===== config.mk =====
export PLATFORM = sky130hd
export DESIGN_NAME = byte_striping_rx
export DESIGN_NICKNAME = d
export VERILOG_FILES = /design/src/rtl/byte_striping_rx_pkg.sv /design/src/rtl/byte_striping_rx_lane_mux4.sv /design/src/rtl/byte_striping_rx.sv
export SDC_FILE = /design/constraint.sdc
export NUM_CORES = 1
export LEC_CHECK = 0
export ABC_AREA = 1
export BUFFER_PORTS_ARGS = -buffer_cell sky130_fd_sc_hd__clkbuf_2
export CAP_MARGIN = 20
export CORE_ASPECT_RATIO = 0.7
export CORE_UTILIZATION = 40
export DETAILED_ROUTE_END_ITERATION = 16
export GPL_ROUTABILITY_DRIVEN = 1
export PLACE_DENSITY = 0.73
export SLEW_MARGIN = 20
export SYNTH_ARGS = -nofsm -noshare
export SYNTH_HDL_FRONTEND = slang
export SYNTH_SLANG_ARGS = --single-unit

===== constraint.sdc =====
create_clock -name clk -period 1.9 [get_ports clk]
set_clock_uncertainty 0.05 [all_clocks]
set_input_delay 0.095 -clock clk [delete_from_list [all_inputs] [get_ports clk]]
set_output_delay 0.095 -clock clk [all_outputs]
set_load 0.005 [all_outputs]

===== src/rtl/byte_striping_rx_pkg.sv =====
// Shared types and constants for the four-lane receive un-striper.
package byte_striping_rx_pkg;

  localparam int DATA_WIDTH = 8;
  localparam int LANES      = 4;
  localparam logic [7:0] RESET_DATA = 8'h00;

  // State names the lane to be consumed on the next valid cycle.
  typedef enum logic [2:0] {
    IDLE  = 3'd0,
    LANE0 = 3'd1,
    LANE1 = 3'd2,
    LANE2 = 3'd3,
    LANE3 = 3'd4
  } lane_state_e;

endpackage


===== src/rtl/byte_striping_rx_lane_mux4.sv =====
// Combinational 4:1 lane selector; zero latency; no flow control of its own.
module lane_mux4 #(
  parameter int DATA_WIDTH = 8
) (
  input  logic [1:0]            sel,
  input  logic [DATA_WIDTH-1:0] in0,
  input  logic [DATA_WIDTH-1:0] in1,
  input  logic [DATA_WIDTH-1:0] in2,
  input  logic [DATA_WIDTH-1:0] in3,
  output logic [DATA_WIDTH-1:0] dout
);

  always_comb begin
    dout = in0;
    case (sel)
      2'd0:    dout = in0;
      2'd1:    dout = in1;
      2'd2:    dout = in2;
      2'd3:    dout = in3;
      default: dout = in0;
    endcase
  end

endmodule


===== src/rtl/byte_striping_rx.sv =====
// Re-serialises four lane bytes round-robin into one byte stream; 1-cycle registered latency.
// No backpressure: valid-only, a low valid freezes the lane pointer and outputs zero.
module byte_striping_rx #(
  parameter int DATA_WIDTH = byte_striping_rx_pkg::DATA_WIDTH,
  parameter int LANES      = byte_striping_rx_pkg::LANES
) (
  input  logic                  clk,
  input  logic                  reset,
  input  logic                  valid,
  input  logic [DATA_WIDTH-1:0] data_in0,
  input  logic [DATA_WIDTH-1:0] data_in1,
  input  logic [DATA_WIDTH-1:0] data_in2,
  input  logic [DATA_WIDTH-1:0] data_in3,
  output logic [DATA_WIDTH-1:0] data
);

  import byte_striping_rx_pkg::*;

  localparam int SEL_W = $clog2(LANES);

  logic [2:0]            state;
  logic [2:0]            state_nxt;
  logic [SEL_W-1:0]      sel;
  logic                  load;
  logic [DATA_WIDTH-1:0] lane_dat;

  lane_mux4 #(
    .DATA_WIDTH(DATA_WIDTH)
  ) u_mux (
    .sel  (sel),
    .in0  (data_in0),
    .in1  (data_in1),
    .in2  (data_in2),
    .in3  (data_in3),
    .dout (lane_dat)
  );

  // A low valid holds the pointer so a gap never skips or repeats a lane.
  always_comb begin
    state_nxt = state;
    sel       = SEL_W'(0);
    load      = 1'b0;
    case (state)
      IDLE, LANE0: begin
        sel = SEL_W'(0);
        if (valid) begin
          load      = 1'b1;
          state_nxt = LANE1;
        end
      end
      LANE1: begin
        sel = SEL_W'(1);
        if (valid) begin
          load      = 1'b1;
          state_nxt = LANE2;
        end
      end
      LANE2: begin
        sel = SEL_W'(2);
        if (valid) begin
          load      = 1'b1;
          state_nxt = LANE3;
        end
      end
      LANE3: begin
        sel = SEL_W'(3);
        if (valid) begin
          load      = 1'b1;
          state_nxt = LANE0;
        end
      end
      default: begin
        state_nxt = IDLE;
        load      = 1'b0;
      end
    endcase
  end

  always_ff @(posedge clk or negedge reset) begin
    if (!reset) begin
      state <= IDLE;
      data  <= DATA_WIDTH'(RESET_DATA);
    end else begin
      state <= state_nxt;
      data  <= load ? lane_dat : DATA_WIDTH'(RESET_DATA);
    end
  end

endmodule


==> results.yml, run 1 <==
clock_network:
  clockRootBuffer: "clkbuf_4"
  postCtsSetupBuffers: 0
  cts_sinks: 11
  clkSlewWorstSetupHoldPaths_ns: 0.07
  cts_buffer_depth: 2
  clock_latency_ns: 0.27
  numCtsBuffers: 3
  htree_levels: 1
  cts_tree: "yes"
power:
  p_per_area_mw_per_mm2: 1390
  p_leak_nw: 0.5839
  irDropWorstVdd_uv: 952.1
yosys:
  ys_seq_area_frac: 0.3503
  syn_nets: 141
  synthCells: 106
  synthesis.area_um2: 785.8
  yosysWarnings: 0
  yosys.area.top_type: "dfrtp_1"
  ys_top_cells_by_area: "dfrtp_1 35%, nand4_1 13%, nand2_1 11%"
  avgSynthCellArea_um2: 7.413
  ys_ff_latch: 11
  synth_cell_types: 19
  yosys.area.top_type_share: 0.3503
floorplanning:
  core_area_mm2: 0.001854
  start_util: 0.4238
  die_h_um: 39.08
  num_rows: 13
  die_area_mm2: 0.002148
  die_width_um: 54.98
  pin_count: 43
global_route:
  grt-ovfl-total: 0
  grt_max_degree: 21
  grt_pass1_wl_mm: 3.387
  grtUsageTotal: 0.2301
  grt_pass1_vias: 785
  grt_antenna_before_repair: 0
setup_path:
  crit_fanout: 12
  required_ns: 2.01
  cpLargestDelayFamily: "flip-flops"
  reg2reg_depth: 5
  cp_slowest_cell: "dfrtp_1"
  critPathMaxStageDelay_ns: 0.60
  crit_type: "register to register"
  path_common_cell: "nor2_1"
  r2r_end: "data[5]$_DFF_PN0_"
  r2r_setup_slack_ns: 0.42
  cp_data_arrival_time_ns: 1.59
  crit_buf_inv: 1
  endpoint_kind: "register"
  crit_chain: "clkinv_1 > nand4_1 > nand2_1 > nor2_1 > nor2_1"
  startpoint_type: "register"
  rr_startpoint: "state[0]$_DFFE_PN0P_"
detailed_routing:
  drcViolationCount: 0
  num_vias: 908
  first_pass_iters: 4
  wirelength_mm: 2.128
  drt_iter0_markers: 18
  wl_per_cell_um: 12.37
  drtAntennaViolNets: 0
  avgViaCountPerCell: 5.279
timing:
  setup_violations: 0
  fin_tns_setup_ns: 0
  hold_slack_ns: 0.05200
  worstMarginPinSlew_ns: 0.4186
  fin_ws_ns: 0.4212
  finalCritPeriodShare: 0.7783
  period_needed_ns: 1.479
  rsz0062_at_grt: "no"
  slew_headroom: 0.7209
  hold_viol: 0
  max_freq_mhz: 676.2
  maxSlewViolCount: 0
cells_and_area:
  fillCellCount: 197
  final_common_cell: "clkbuf_2"
  layout_common_cells: "42 x clkbuf_2, 24 x nand2_1, 16 x nand4_1, 16 x nor2_1, 11 x dfrtp_1"
  antenna_cells: 0
  multi_input_area_um2: 449.2
  regArea_um2: 275.3
  areaGrowthSynthToFinish_pct: 32.33
  nets: 186
  layout-drive-gt1-share: 0.3667
placement:
  io_buffers: 42
  dpl.hpwl_mm: 1.601
  gp_congestion: 0.8482
  place_ws_ns: 0.4380
min_path:
  holdCritStartpoint: "valid"
  min_path_cells: 2
  worstHoldEndpoint: "state[2]$_DFFE_PN0P_"
  worst_hold_path_type: "input port to register"
run_status:
  status: "completed"
run:
  cap_violations: 0
-- area by class of cell --
class                   instances  share of cell area
multi-input cells              85              0.4320
flip-flops and latches         11              0.2647
repair buffers                 47              0.2407
well taps                      22             0.02647
clock buffers                   4             0.02527
inverters                       3             0.01083
-- worst max path at each step --
stage | endpoint | startpoint | cells past startpoint
6_report | data[5]$_DFF_PN0_ | state[0]$_DFFE_PN0P_ | 5
3_3_place_gp | data[5]$_DFF_PN0_ | state[0]$_DFFE_PN0P_ | 5
3_5_place_dp | data[5]$_DFF_PN0_ | state[0]$_DFFE_PN0P_ | 5
2_1_floorplan | data[0]$_DFF_PN0_ | state[1]$_DFFE_PN0P_ | 6
5_1_grt | data[5]$_DFF_PN0_ | state[1]$_DFFE_PN0P_ | 6
4_1_cts | data[5]$_DFF_PN0_ | state[0]$_DFFE_PN0P_ | 5
-- state kept, by name (all words and copies together), names as in the netlist --
name	cells
data	8
state	3
-- synth_stat cells, drive strengths merged --
library cell	number
clkinv	1
buf	7
nand3b	8
nor2	19
o21ai	2
nand2	27
o211a	1
nand4	16
a21oi	1
inv	2
nand3	10
a22oi	1
dfrtp	11
-- cell families after synthesis --
family | count (synthesis) | share of synthesized area
simple gates | 80 | 0.5303
flops | 11 | 0.3503
buf+inv | 10 | 0.07803
compound gates | 5 | 0.04140
-- where the power goes --
| group | leakage (nW) | switching [mW] | internal [mW] |
|---|---|---|---|
| registers | 0.141 | 0.0982 | 0.342 |
| clock network | 0.0150 | 0.0815 | 0.0813 |
| logic | 0.427 | 0.505 | 0.337 |
-- metal layers --
layer  share of wire  up-vias  track usage
li1                -      457            -
met1            0.47      412       0.3016
met2            0.46       39       0.3554
met3           0.074        0      0.09412
met4               0        0      0.03750
met5               0        -            0
-- metrics by stage --
stage	cell area, µm²	power, mW	std cells	util
after floorplan	785.8	1.054	106	-
after global placement	1003	1.258	167	0.5412
after detailed placement	1003	1.282	167	0.5412
after CTS	1040	1.451	172	0.5607
after global routing	1040	1.608	172	0.5607
final	1040	1.445	172	0.5607
-- timing repair --
item                      in CTS  in global routing
hold endpoints to repair      11                  0
hold buffers                   1                  0
resized for setup              0                  0
(Power assumes the default switching activity.)
==> run 2: changes to the inputs <==
--- a/config.mk
+++ b/config.mk
@@ -9,10 +9,10 @@
 export BUFFER_PORTS_ARGS = -buffer_cell sky130_fd_sc_hd__clkbuf_2
 export CAP_MARGIN = 20
 export CORE_ASPECT_RATIO = 0.7
-export CORE_UTILIZATION = 40
+export CORE_UTILIZATION = 39
 export DETAILED_ROUTE_END_ITERATION = 16
 export GPL_ROUTABILITY_DRIVEN = 1
-export PLACE_DENSITY = 0.73
+export PLACE_DENSITY = 0.74
 export SLEW_MARGIN = 20
 export SYNTH_ARGS = -nofsm -noshare
 export SYNTH_HDL_FRONTEND = slang
==> constraint.sdc (replaced) <==
create_clock -name clk -period 1.2 [get_ports clk]
set_clock_uncertainty 0.05 [all_clocks]
set_input_delay 0.06 -clock clk [delete_from_list [all_inputs] [get_ports clk]]
set_output_delay 0.06 -clock clk [all_outputs]
set_load 0.005 [all_outputs]
==> results.yml, run 2 (synthesis results as in run 1) <==
power:
  p_switching_mw: 1.256
  seqPwrFrac: 0.231
  p_per_area_mw_per_mm2: 2311
  irDropWorstVdd_uv: 1447
  swShare: 0.4548
  power_frac_comb: 0.676
  p_leak_nw: 0.6397
  p_int_mw: 1.506
  clkPwrFrac: 0.093
  power_mw: 2.762
floorplanning:
  die_area_mm2: 0.002201
  pin_count: 43
  core_area_mm2: 0.001871
  start_util: 0.4201
  die_h_um: 39.56
  die_width_um: 55.65
  num_rows: 13
setup_path:
  crit_chain: "nor2_2 > buf_6 > buf_4 > nand3_1 > nand2_1 > nor2_1 > nor2_1"
  critPathMaxStageDelay_ns: 0.45
  required_ns: 1.36
  crit_buf_inv: 2
  path_common_cell: "nor2_1"
  cp_data_arrival_time_ns: 1.42
  endpoint_kind: "register"
  crit_fanout: 6
  cp_slowest_cell: "dfrtp_2"
  cpLargestDelayFamily: "flip-flops"
  startpoint_type: "register"
  crit_type: "register to register"
global_route:
  use_met1: 0.2649
  grt_pass1_wl_mm: 3.657
  grt-ovfl-total: 0
  grt_antenna_before_repair: 0
  use_met2: 0.4277
  grtUsageMet3: 0.07261
  grt_max_degree: 21
  grtUsageTotal: 0.2267
  grt_pass1_vias: 828
  globalRoute.busiestLayer: "met2"
timing:
  fin_ws_ns: -0.05671
  finalCritPeriodShare: 1.047
  period_needed_ns: 1.257
  worstMarginPinSlew_ns: 0.2866
  max_freq_mhz: 795.7
  hold_viol: 0
  fin_tns_setup_ns: -0.2075
  rsz0062_at_grt: "yes"
  maxSlewViolCount: 0
  setup_violations: 8
  slew_headroom: 0.8090
clock_network:
  cts_sinks: 11
  htree_levels: 1
  clock_latency_ns: 0.28
  numCtsBuffers: 3
  clkSlewWorstSetupHoldPaths_ns: 0.07
  cts_buffer_depth: 2
  clockRootBuffer: "clkbuf_4"
  cts_tree: "yes"
placement:
  dp.cells: 171
  place_ws_ns: -0.05122
  dpl.hpwl_mm: 1.704
  gp_congestion: 0.8174
  io_buffers: 42
detailed_routing:
  drt_iter0_markers: 18
  num_vias: 941
  first_pass_iters: 4
  wirelength_mm: 2.292
  wl_per_cell_um: 12.66
  drcViolationCount: 0
  drtAntennaViolNets: 0
  avgViaCountPerCell: 5.199
cells_and_area:
  layout-drive-gt1-share: 0.4843
  fin_util: 0.6388
  largest_reg_flops: 8
  final_common_cell: "clkbuf_2"
  layout_common_cells: "42 x clkbuf_2, 21 x nand2_1, 16 x nand4_1"
  instances_no_fill: 181
  antenna_cells: 0
  reg_top3: "data (8), state (3)"
  areaGrowthSynthToFinish_pct: 52.07
  nets: 195
  largest_register: "data"
run_status:
  status: "finished, violations left"
  violations: "setup timing"
run:
  cap_violations: 0
min_path:
  worst_hold_path_type: "input port to register"
## run 2: cell type report
class	count	area, µm²
multi-input combinational	85	498.0
tap	22	27.53
sequential	11	276.5
timing repair buffer	56	351.6
clock buffer	4	26.28
fill	173	675.6
inverter	3	15.01
## run 2: stage by stage
stage | hold slack [ns] | area [µm²]
4_1_cts | 0.004213 | 1150
3_3_place_gp | -0.1019 | 1046
3_5_place_dp | -0.09911 | 1046
5_1_grt | 0.03781 | 1195
6_report | 0.03306 | 1195
2_1_floorplan | -0.2856 | 785.8
## run 2: routing by layer
layer | vias to the layer above | wire length (µm)
li1 | 476 | -
met1 | 430 | 959
met2 | 32 | 1186
met3 | 3 | 136
met4 | 0 | 9
met5 | - | 0
## run 2: path summary, 6_finish.rpt
check / startpoint / to / slack [ns] / depth (start not counted)
worst max-delay path: state[0]$_DFFE_PN0P_ / data[3]$_DFF_PN0_ / -0.06 / 7
worst min-delay path: valid / state[2]$_DFFE_PN0P_ / 0.03 / 2
worst max register to register: state[0]$_DFFE_PN0P_ / data[3]$_DFF_PN0_ / -0.06 / 7
worst min register to register: state[2]$_DFFE_PN0P_ / state[2]$_DFFE_PN0P_ / 0.66 / 2
max in group asynchronous: reset / state[0]$_DFFE_PN0P_ / 0.71 / 2
min in group asynchronous: reset / data[2]$_DFF_PN0_ / 0.14 / 2
## run 2: power groups by stage
stage	combinational (mW)	sequential (mW)	clock [mW]
2_1_floorplan	1.03	0.640	0
3_3_place_gp	1.51	0.622	0
3_5_place_dp	1.54	0.632	0
4_1_cts	1.73	0.624	0.263
5_1_grt	2.06	0.653	0.285
6_report	1.87	0.637	0.258
## run 2: what timing repair did
action / CTS / global route
buffers inserted: 3 / 2
endpoints found under the hold margin: 11 / 0
resized for setup: 7 / 13
endpoints found under the setup margin: 8 / 10
gates cloned: 1 / 0
hold buffers: 1 / 0
pin swaps: 7 / 9
